==> config.mk <==
export PLATFORM = sky130hd
export DESIGN_NAME = sort_stream_out
export DESIGN_NICKNAME = d
export VERILOG_FILES = /design/src/rtl/sort_pkg.sv /design/src/rtl/sort_edge_det.sv /design/src/rtl/sort_stream_out.sv
export SDC_FILE = /design/constraint.sdc
export NUM_CORES = 1
export LEC_CHECK = 0
export ABC_AREA = 1
export CORE_ASPECT_RATIO = 0.8
export CORE_UTILIZATION = 50
export CTS_CLUSTER_SIZE = 40
export DETAILED_ROUTE_END_ITERATION = 12
export GPL_ROUTABILITY_DRIVEN = 1
export PLACE_DENSITY_LB_ADDON = 0.15
export SLEW_MARGIN = 20
export SYNTH_ARGS = -nofsm -noshare
export SYNTH_HDL_FRONTEND = slang
export SYNTH_SLANG_ARGS = --single-unit
==> constraint.sdc <==
create_clock -name clk -period 3.24 [get_ports clk]
set_input_delay 0.81 -clock clk [delete_from_list [all_inputs] [get_ports clk]]
set_output_delay 0.81 -clock clk [all_outputs]
set_load 0.01 [all_outputs]
==> src/rtl/sort_pkg.sv <==
// rtl/sort_pkg.sv - shared sizes, state encoding and array slice helper for the sort stream stage
package sort_pkg;
  localparam int N  = 8;
  localparam int W  = 8;
  localparam int IW = $clog2(N);

  typedef enum logic [1:0] {
    IDLE = 2'd0,
    SEND = 2'd1,
    DONE = 2'd2
  } state_t;

  // Entry k of the sorter's flat array; D0 sits in the LSBs.
  function automatic logic [W-1:0] flat_entry(input logic [N*W-1:0] flat, input int k);
    return flat[k*W +: W];
  endfunction
endpackage

==> src/rtl/sort_edge_det.sv <==
// rtl/sort_edge_det.sv - registered rising-edge detector for the sorter complete flag
module sort_edge_det (
  input  logic clk,
  input  logic reset,
  input  logic sig,
  output logic rise
);
  logic sig_d;

  // sig_d resets low so a level already high at reset release reads as an edge.
  always_ff @(posedge clk) begin
    if (reset) sig_d <= 1'b0;
    else       sig_d <= sig;
  end

  assign rise = sig & ~sig_d;
endmodule

==> src/rtl/sort_stream_out.sv <==
// rtl/sort_stream_out.sv - captures the sorted array and streams it out one entry per beat
module sort_stream_out
  import sort_pkg::*;
#(
  parameter int N  = sort_pkg::N,
  parameter int W  = sort_pkg::W,
  parameter int IW = sort_pkg::IW
) (
  input  logic          clk,
  input  logic          reset,
  input  logic          complete,
  input  logic [N*W-1:0] d_flat,
  output logic [W-1:0]  out_data,
  output logic          out_valid,
  input  logic          out_ready,
  output logic          out_last,
  output logic [IW-1:0] out_index,
  output logic          busy,
  output logic          done,
  output logic          order_err
);
  localparam logic [IW-1:0] LAST_IDX = IW'(N - 1);

  state_t        state_q, state_d;
  logic          rise, start, xfer;
  logic [W-1:0]  buf_q [N];
  logic [IW-1:0] idx_q;
  logic [W-1:0]  prev_q;
  logic          err_q;

  sort_edge_det u_edge (
    .clk   (clk),
    .reset (reset),
    .sig   (complete),
    .rise  (rise)
  );

  // Edges outside IDLE are dropped, not queued.
  assign start = rise & (state_q == IDLE);
  assign xfer  = out_valid & out_ready;

  always_ff @(posedge clk) begin
    if (reset) state_q <= IDLE;
    else       state_q <= state_d;
  end

  always_comb begin
    state_d = state_q;
    case (state_q)
      IDLE:    if (start) state_d = SEND;
      SEND:    if (xfer && idx_q == LAST_IDX) state_d = DONE;
      DONE:    state_d = IDLE;
      default: state_d = IDLE;
    endcase
  end

  always_comb begin
    out_valid = 1'b0;
    busy      = 1'b0;
    done      = 1'b0;
    out_data  = '0;
    out_index = '0;
    out_last  = 1'b0;
    case (state_q)
      SEND: begin
        out_valid = 1'b1;
        busy      = 1'b1;
        out_data  = buf_q[idx_q];
        out_index = idx_q;
        out_last  = (idx_q == LAST_IDX);
      end
      DONE:    done = 1'b1;
      default: ;
    endcase
  end

  // idx stops at LAST_IDX; leaving SEND there keeps it from wrapping.
  always_ff @(posedge clk) begin
    if (reset) begin
      idx_q  <= '0;
      prev_q <= '0;
      err_q  <= 1'b0;
      for (int k = 0; k < N; k++) buf_q[k] <= '0;
    end else if (start) begin
      idx_q  <= '0;
      prev_q <= '0;
      err_q  <= 1'b0;
      for (int k = 0; k < N; k++) buf_q[k] <= flat_entry(d_flat, k);
    end else if (xfer) begin
      if (idx_q != '0 && out_data < prev_q) err_q <= 1'b1;
      if (idx_q != LAST_IDX) begin
        idx_q  <= idx_q + 1'b1;
        prev_q <= out_data;
      end
    end
  end

  assign order_err = err_q;
endmodule

==> impl_metrics.json <==
{
  "status": "completed",
  "netlist_instances": 428,
  "cts.sinks": 82,
  "ioPinCount": 84,
  "drt_first_pass_iters": 5,
  "seqCellArea_um2": 2280,
  "period_needed_ns": 3.07,
  "die_area_um2": 8140,
  "numPortBuffers": 83,
  "ys_async_sr_fraction_pct": 0,
  "htree_levels": 3,
  "cpPeakStageDelay_ns": 0.54,
  "die_w_um": 101,
  "drt_wl_total_mm": 8.45,
  "setup_tns_ns": 0,
  "worstMarginPinSlew_ns": 0.556,
  "synthesis.nets": 506,
  "synth.distinct_cells": 26,
  "wl_per_cell_um": 13.7,
  "syn2layout_area_growth_pct": 29.8,
  "ys_seq_area_share_pct": 58.6,
  "ir_worst_vdd_mv": 0.244,
  "initial_core_util_pct": 52.1,
  "combPwrFrac_pct": 13.8,
  "clkPwrFrac_pct": 35.3,
  "cts-root-buf": "clkbuf_8",
  "fmax_ghz": 0.326,
  "cp-start-kind": "register",
  "routed-via-count": 3016,
  "synth_area_um2": 3890,
  "fin_worst_skew_ns": 0.00652,
  "worstSetupPathType": "register to output port",
  "post_cts_buffers": 0,
  "hold_class": "register to register",
  "fin_crit_sh_pct": 94.7,
  "clk_path_buf_depth": 2,
  "grt_usage_pct": 22.8,
  "yosysWarnings": 0,
  "synth_seq_cells": 82,
  "dieHeight_um": 80.9,
  "num_antenna_cells": 0,
  "regToRegSetupSlack_ns": 0.89,
  "synth_edf_count": 64,
  "crit_slowest_cell": "clkdlybuf4s50_1",
  "slew-limit-headroom_pct": 62.9,
  "yosys.area.top_type": "edfxtp_1",
  "fp-row-count": 28,
  "p_int_uw": 1900,
  "ys_top_cells_by_area": "edfxtp_1 (49%), nor2_1 (9.7%), dfxtp_1 (9.3%)",
  "final_layout_size_suffix_gt1_share_pct": 7.02,
  "nFillCells": 625,
  "antenna_found_initial": 0,
  "multi_input_area_um2": 1110,
  "synth_most_common_cell": "nor2_1",
  "finalInstanceArea_um2": 5050,
  "grt_pass1_vias": 2868,
  "grt_pass1_wl_mm": 13.7,
  "p_sw_uw": 585,
  "crit_path_cell_trace": "inv_2, o21ai_0, o22ai_1, o211ai_1, inv_1, clkdlybuf4s50_1",
  "ant_nets": 0,
  "critical_path_arrival_ns": 2.26,
  "cp_top_family": "buffers and inverters",
  "hold_viol": 0,
  "layout.nets": 587,
  "cap_violations": 0,
  "core-area_um2": 7460,
  "place_area_um2": 4810,
  "grt_overflow": 0,
  "pwr-share-seq_pct": 50.8,
  "powerDensity_nw_per_um2": 491,
  "syn_avg_cell_area_um2": 9.09,
  "ys.flop_type": "edfxtp_1",
  "routabilityCongestion": 0.803,
  "crit_buf_inv": 3,
  "post-dp-hpwl_mm": 5.93,
  "crit_path_end_kind": "output port",
  "power.leakage_uw": 0.00225,
  "rsz0062_at_grt": "no",
  "cts_tree": "done",
  "drc": 0,
  "setup-violations-final": 0,
  "synth_common_cells": "nor2_1 (101), inv_1 (93), edfxtp_1 (64)",
  "cp_max_fo": 32,
  "cts_buffers": 9,
  "clk_latency_ns": 0.35,
  "netSwitchingFraction_pct": 23.6,
  "cts.clk_slew.worst_paths_ns": 0.08,
  "routed_via_density": 4.88,
  "required_ns": 2.43,
  "slew_violations": 0,
  "drt-initial-drc-count": 140,
  "synth_top_area_share_pct": 49.4,
  "grt_max_degree": 50,
  "post-layout-total-power_uw": 2480
}
[layout by cell type, fill, tap and decap left out, drive strengths merged]
cell / netlist / routed
ha: 10 / 10
a21oi: 16 / 16
clkinvlp: 0 / 1
nand3b: 1 / 1
o22ai: 7 / 7
nor2: 102 / 102
nand4: 1 / 1
bufinv: 0 / 3
o221ai: 7 / 7
clkdlybuf4s50: 0 / 83
clkbuf: 7 / 9
nand3: 6 / 6
dfxtp: 18 / 18
nor3: 1 / 1
edfxtp: 64 / 64
nand2: 25 / 25
o21ai: 40 / 40
clkinv: 0 / 1
buf: 12 / 6
o211ai: 7 / 7
inv: 103 / 104
nor4: 1 / 1
[final timing paths]
kind              startpoint          end  cells past startpoint
hold reg to reg    order_err    order_err                      2
hold / removal     order_err    order_err                      2
setup reg to reg    register    order_err                     13
setup / recovery    register  out_data[1]                      6
[area by class of cell]
class / count / area share, %
multi-input combinational: 224 / 22.0
inverter: 103 / 7.65
tap: 105 / 2.60
timing repair buffer: 89 / 17.8
clock inverter: 6 / 2.28
sequential: 82 / 45.2
clock buffer: 9 / 2.45
[power groups by stage]
stage                     Sequential (µW)  Combinational, µW  Clock [µW]
after floorplan                      1270                188           0
after global placement               1280                330           0
final                                1260                343         877
after CTS                            1260                344         894
after global routing                 1270                382         930
after detailed placement             1280                340           0
[timing repair]
item / in CTS / in global routing
hold buffers: 0 / 0
endpoints found under the setup margin: 0 / 7
resized for setup: 0 / 1
[kinds of logic (layout without fill, tap and decap cells)]
| logic type | after synthesis | in the layout | synth area share, % |
|---|---|---|---|
| and+or+nand+nor | 137 | 137 | 14.1 |
| buffers and inverters | 122 | 207 | 12.8 |
| DFF | 82 | 82 | 58.6 |
| AOI/OAI and AO/OA | 77 | 77 | 11.3 |
| adders and majority gates | 10 | 10 | 3.22 |
[through the flow]
step           cells  util, %  worst slack, ns  hold slack (ns)
6_report         618     67.7            0.173            0.449
3_3_place_gp     603     64.5            0.498            0.442
4_1_cts          618     67.7           0.0389            0.452
3_5_place_dp     603     64.5            0.435            0.440
2_1_floorplan    428        -            0.367            0.474
5_1_grt          618     67.7           0.0179            0.490
[worst min-delay path, cell delays in order, from the launching register on]
cell     delay (ns)
dfxtp_1        0.31
inv_1          0.04
a21oi_1        0.05
[state kept, by name, indices dropped and copies added, names as in the netlist, named ones only]
signal	count
buf_q	64
idx_q	3
order_err	1
prev_q	8
state_q	2
u_edge.sig_d	1
[layer usage]
layer / wire (µm) / vias to the layer above / GRT usage, %
met1: 3910 / 1356 / 29.3
met5: 0 / - / 0
met4: 121 / 0 / 7.83
li1: - / 1521 / -
met3: 639 / 11 / 6.97
met2: 3780 / 128 / 37.0
Power figures use the tool's default switching activity.
==> RTL change 1: new RTL, same flow settings <==
Set the package constant `N` to 16 (it was 8).
--- a/src/rtl/sort_pkg.sv
+++ b/src/rtl/sort_pkg.sv
@@ -1,6 +1,6 @@
 // rtl/sort_pkg.sv - shared sizes, state encoding and array slice helper for the sort stream stage
 package sort_pkg;
-  localparam int N  = 8;
+  localparam int N  = 16;
   localparam int W  = 8;
   localparam int IW = $clog2(N);
 
Interface: changed (resized d_flat and out_index); port bits go from 84 to 149. No check against the original RTL was run, so the function may have changed too.
==> RTL change 1 against the original RTL <==
Fmax down 0.96%; sequential cell count increased by 66; area after synthesis increased by 86%; clock skew is essentially flat; setup slack lost 30 ps; design area rose by 88%; die area up 83%; total power increased by 93%; routed wire length increased by 100%; combinational power is 78% higher; global-route usage grew 1.3 points; sequential power is 82% higher; non-clock buffer count increased by 82; largest cell class unchanged; largest power group unchanged.
==> RTL change 1: results <==
export IMPL_synth_common_cells="nor2_1 (195), inv_1 (159), edfxtp_1 (128), o21ai_0 (40), nand2_1 (35)"
export IMPL_clock_skew_ps=6.13
export IMPL_placed_area_sq_um=8870
export IMPL_n_fill_cell=1039
export IMPL_numCtsBuffers=17
export IMPL_wl_met3_um=1230
export IMPL_seq_area_frac_synth=0.587
export IMPL_grt_pass1_vias=5406
export IMPL_gr_usage_met2=0.389
export IMPL_synth_area_leaders="edfxtp_1 (53%), nor2_1 (10%), inv_1 (8.3%)"
export IMPL_status="complete, no violations"
export IMPL_clk_latency_ps=420
export IMPL_place_hpwl_um=11900
export IMPL_cts_root_buf="clkbuf_16"
export IMPL_place_ws_ps=217
export IMPL_met2_length_um=7930
export IMPL_wl_met1_um=7520
export IMPL_via_per_inst=5.03
export IMPL_wl_um=16900
export IMPL_arrival_ps=2290
export IMPL_endpoint="out_data[0]"
export IMPL_io_buffers=148
export IMPL_cp_max_fo=10
export IMPL_track_usage=0.240
export IMPL_grt_max_degree=66
export IMPL_syn_num_nets=901
export IMPL_peakVddDrop_v=0.000414
export IMPL_slowest_delay_ps=590
export IMPL_drt_initial_drc_count=577
export IMPL_reg_top3="buf_q (128), prev_q (8), idx_q (4)"
export IMPL_crit_slowest_cell="dfxtp_1"
export IMPL_grt_util_met3=0.0586
export IMPL_use_met1=0.327
export IMPL_wl_per_cell_um=15.3
export IMPL_grt_pass1_wl_um=26700
export IMPL_post_synth_num_cell_types=39
export IMPL_clkTransAtPathRegs_ps=60
export IMPL_ff2ff_setup_slack_ps=680
[RTL change 1: cell count changes in the layout (fill, tap and decap cells not counted), moves of 9 or more]
cell / before / now
buf_4: 4 / 16
clkbuf_16: 0 / 17
clkbuf_8: 9 / 0
clkdlybuf4s50_1: 83 / 140
edfxtp_1: 64 / 128
inv_1: 92 / 159
nand2_1: 24 / 34
nand3_1: 5 / 17
nor2_1: 101 / 195
o21ai_0: 23 / 40
o21ai_1: 17 / 27
o221ai_2: 0 / 11
[RTL change 1: kinds of logic (layout without fill, tap and decap cells)]
kind of cell / after synthesis / in the layout / synth area share
AOI/OAI and AO/OA: 127 / 127 / 0.119
and+or+nand+nor: 261 / 261 / 0.147
buffers and inverters: 215 / 376 / 0.131
adders and majority gates: 9 / 9 / 0.0156
DFF: 148 / 148 / 0.587
[RTL change 1: timing repair]
item,4_1_cts,5_1_grt
endpoints found under the setup margin,7,5
pin swaps,3,3
resized for setup,13,7
buffers inserted,0,0
[RTL change 1: final cells by class]
type                    instances  area (sq um)  area share
well taps                     180           225      0.0237
flip-flops and latches        148          4250       0.447
inverters                     174           677      0.0712
multi-input cells             397          2070       0.218
repair buffers                171          1720       0.181
clock inverters                12           131      0.0138
clock buffers                  19           433      0.0455
[RTL change 1: how the worst min path moves through the flow]
stage / to / start
global route: order_err / order_err
global placement: order_err / order_err
floorplan: flip-flop / idx_q[2]
detailed placement: order_err / order_err
CTS: order_err / order_err
finish: order_err / order_err
[RTL change 1: power by group]
| part | internal [mW] | switching, mW | total, mW | leakage, nW |
|---|---|---|---|---|
| Clock | 1.13 | 0.755 | 1.88 | 0.258 |
| Combinational | 0.285 | 0.324 | 0.610 | 2.45 |
| Sequential | 2.24 | 0.0502 | 2.29 | 1.53 |
==> RTL change 2: new RTL, same settings <==
Without the edit above. Make the reset (`reset`) asynchronous in 3 clocked blocks.
--- a/src/rtl/sort_edge_det.sv
+++ b/src/rtl/sort_edge_det.sv
@@ -8,7 +8,7 @@
   logic sig_d;
 
   // sig_d resets low so a level already high at reset release reads as an edge.
-  always_ff @(posedge clk) begin
+  always_ff @(posedge clk or posedge reset) begin
     if (reset) sig_d <= 1'b0;
     else       sig_d <= sig;
   end
--- a/src/rtl/sort_stream_out.sv
+++ b/src/rtl/sort_stream_out.sv
@@ -39,7 +39,7 @@
   assign start = rise & (state_q == IDLE);
   assign xfer  = out_valid & out_ready;
 
-  always_ff @(posedge clk) begin
+  always_ff @(posedge clk or posedge reset) begin
     if (reset) state_q <= IDLE;
     else       state_q <= state_d;
   end
@@ -75,7 +75,7 @@
   end
 
   // idx stops at LAST_IDX; leaving SEND there keeps it from wrapping.
-  always_ff @(posedge clk) begin
+  always_ff @(posedge clk or posedge reset) begin
     if (reset) begin
       idx_q  <= '0;
       prev_q <= '0;
Formal check against the unedited RTL: differs if reset is asserted again (counterexample within 4 cycles, from zero or initial values and one cycle with reset high); with reset held inactive, the same outputs for 10 cycles.
==> RTL change 2 against the original RTL <==
Sequential cell count is 3 lower; design area fell by 2.7%; setup slack got worse by 75 ps; count of clock-buffer cells in the layout is the same; area after synthesis decreased by 2.0%; routed wire length up 6.9%; clock skew rose by 1.5 ps; core utilization is 1.2 points lower; highest routed layer unchanged; fmax shrank 2.4%.
Power is not compared: it rests on default switching activity, and its combinational part moved more than twofold at a synthesized area within 25%.
==> RTL change 2: results <==
export IMPL_synth_common_cells="nand2_1 (194), dfrtp_1 (79), o21ai_0 (55), inv_1 (40), nor2_1 (32)"
export IMPL_cp_max_fo=38
export IMPL_status="complete, no violations"
export IMPL_place_ws_ps=526
export IMPL_grt_pass1_vias=3135
export IMPL_clkTransAtPathRegs_ps=80
export IMPL_firstDrtPassIters=6
export IMPL_ff2ff_setup_slack_ps=670
export IMPL_clk_latency_ps=350
export IMPL_grt_max_degree=85
export IMPL_drt_initial_drc_count=188
export IMPL_grt_util_met3=0.0557
export IMPL_wl_um=9030
export IMPL_post_synth_num_cell_types=25
export IMPL_gr_usage_met2=0.390
export IMPL_tightest_slew_ps=720
export IMPL_vias=3305
export IMPL_final_nets=634
export IMPL_drive_gt1_frac=0.0587
export IMPL_gp_congestion=0.817
export IMPL_slowest_delay_ps=570
export IMPL_seq_area_frac_synth=0.518
export IMPL_n_fill_cell=665
export IMPL_hold_slack_ps=474
export IMPL_p_leak_nw=2.38
export IMPL_reg2reg_to="order_err"
export IMPL_grt_pass1_wl_um=15000
export IMPL_synthArstFlopShare=1.00
export IMPL_dp_cells=651
export IMPL_synth_top_flop_cell="dfrtp_1"
export IMPL_hold_path_class="flip-flop to flip-flop"
export IMPL_finalNonFillerCells=667
export IMPL_place_hpwl_um=6500
export IMPL_syn_num_nets=560
export IMPL_synth_area_leaders="dfrtp_1 (52%), nand2_1 (19%), o21ai_0 (7.2%)"
export IMPL_ff2ff_path_depth=11
export IMPL_fmax_mhz=318
export IMPL_arrival_ps=2330
export IMPL_use_met1=0.342
export IMPL_critPathTopFamily="buffers and inverters"
export IMPL_clock_skew_ps=8.02
export IMPL_worst_hold_path_endpoint="buf_q[13]"
export IMPL_worstHoldStart="buf_q[13]"
export IMPL_track_usage=0.246
export IMPL_syn_inst=483
export IMPL_yosysWarnings=0
[RTL change 2: power by group through the flow]
stage	combinational, mW	sequential, mW	clock, mW
6_report	2.21	1.68	0.724
5_1_grt	2.50	1.73	0.773
4_1_cts	2.21	1.68	0.735
3_5_place_dp	2.20	1.70	0
3_3_place_gp	2.12	1.69	0
2_1_floorplan	1.50	1.61	0
[RTL change 2: metal layers]
metal  share of wire  vias up
met2            0.45       95
met1            0.49     1540
met4          0.0090        0
met5               0        -
met3           0.049        9
li1                -     1661
[RTL change 2: what timing repair did]
item                                   4_1_cts  5_1_grt
endpoints found under the hold margin        0        0
gates resized for setup                      0        2
setup endpoints to repair                    0        1
hold buffers                                 0        0
[RTL change 2: cell type report]
type / instances / area (sq um) / share of cell area
Clock buffer: 9 / 124 / 0.0252
Clock inverter: 7 / 71.3 / 0.0145
Inverter: 42 / 159 / 0.0323
Multi-Input combinational cell: 337 / 1560 / 0.317
Sequential cell: 79 / 1980 / 0.402
Tap cell: 105 / 131 / 0.0267
Timing Repair Buffer: 88 / 893 / 0.182
[RTL change 2: worst max path at each step]
stage                  start     endpoint  cells after the start
floorplan              reset     buf_q[0]                      1
global placement    idx_q[0]  out_data[3]                      5
detailed placement  idx_q[0]  out_data[4]                      5
CTS                 idx_q[0]  out_data[3]                      5
global route        idx_q[0]  out_data[3]                      5
finish              idx_q[0]  out_data[1]                      5
[RTL change 2: logic make-up (layout without fill, tap and decap cells)]
family	after synthesis	after routing	synth area share
adders and majority gates	9	9	0.0295
AOI/OAI and AO/OA	87	87	0.126
DFF	79	79	0.518
buffers and inverters	67	146	0.0761
and+or+nand+nor	241	241	0.250
[RTL change 2: worst reg2reg max path: cells and delay by family, from the launching register on]
kind / cells / cell delay [ps]
AOI/OAI and AO/OA: 7 / 1190
DFF: 1 / 450
buffers and inverters: 1 / 360
adders and majority gates: 1 / 330
and+or+nand+nor: 2 / 180
[RTL change 2: metrics by stage]
stage / instance area, sq um / utilization
3_3_place_gp: 4720 / 0.638
6_report: 4910 / 0.665
5_1_grt: 4910 / 0.665
3_5_place_dp: 4720 / 0.638
2_1_floorplan: 3810 / -
4_1_cts: 4910 / 0.664
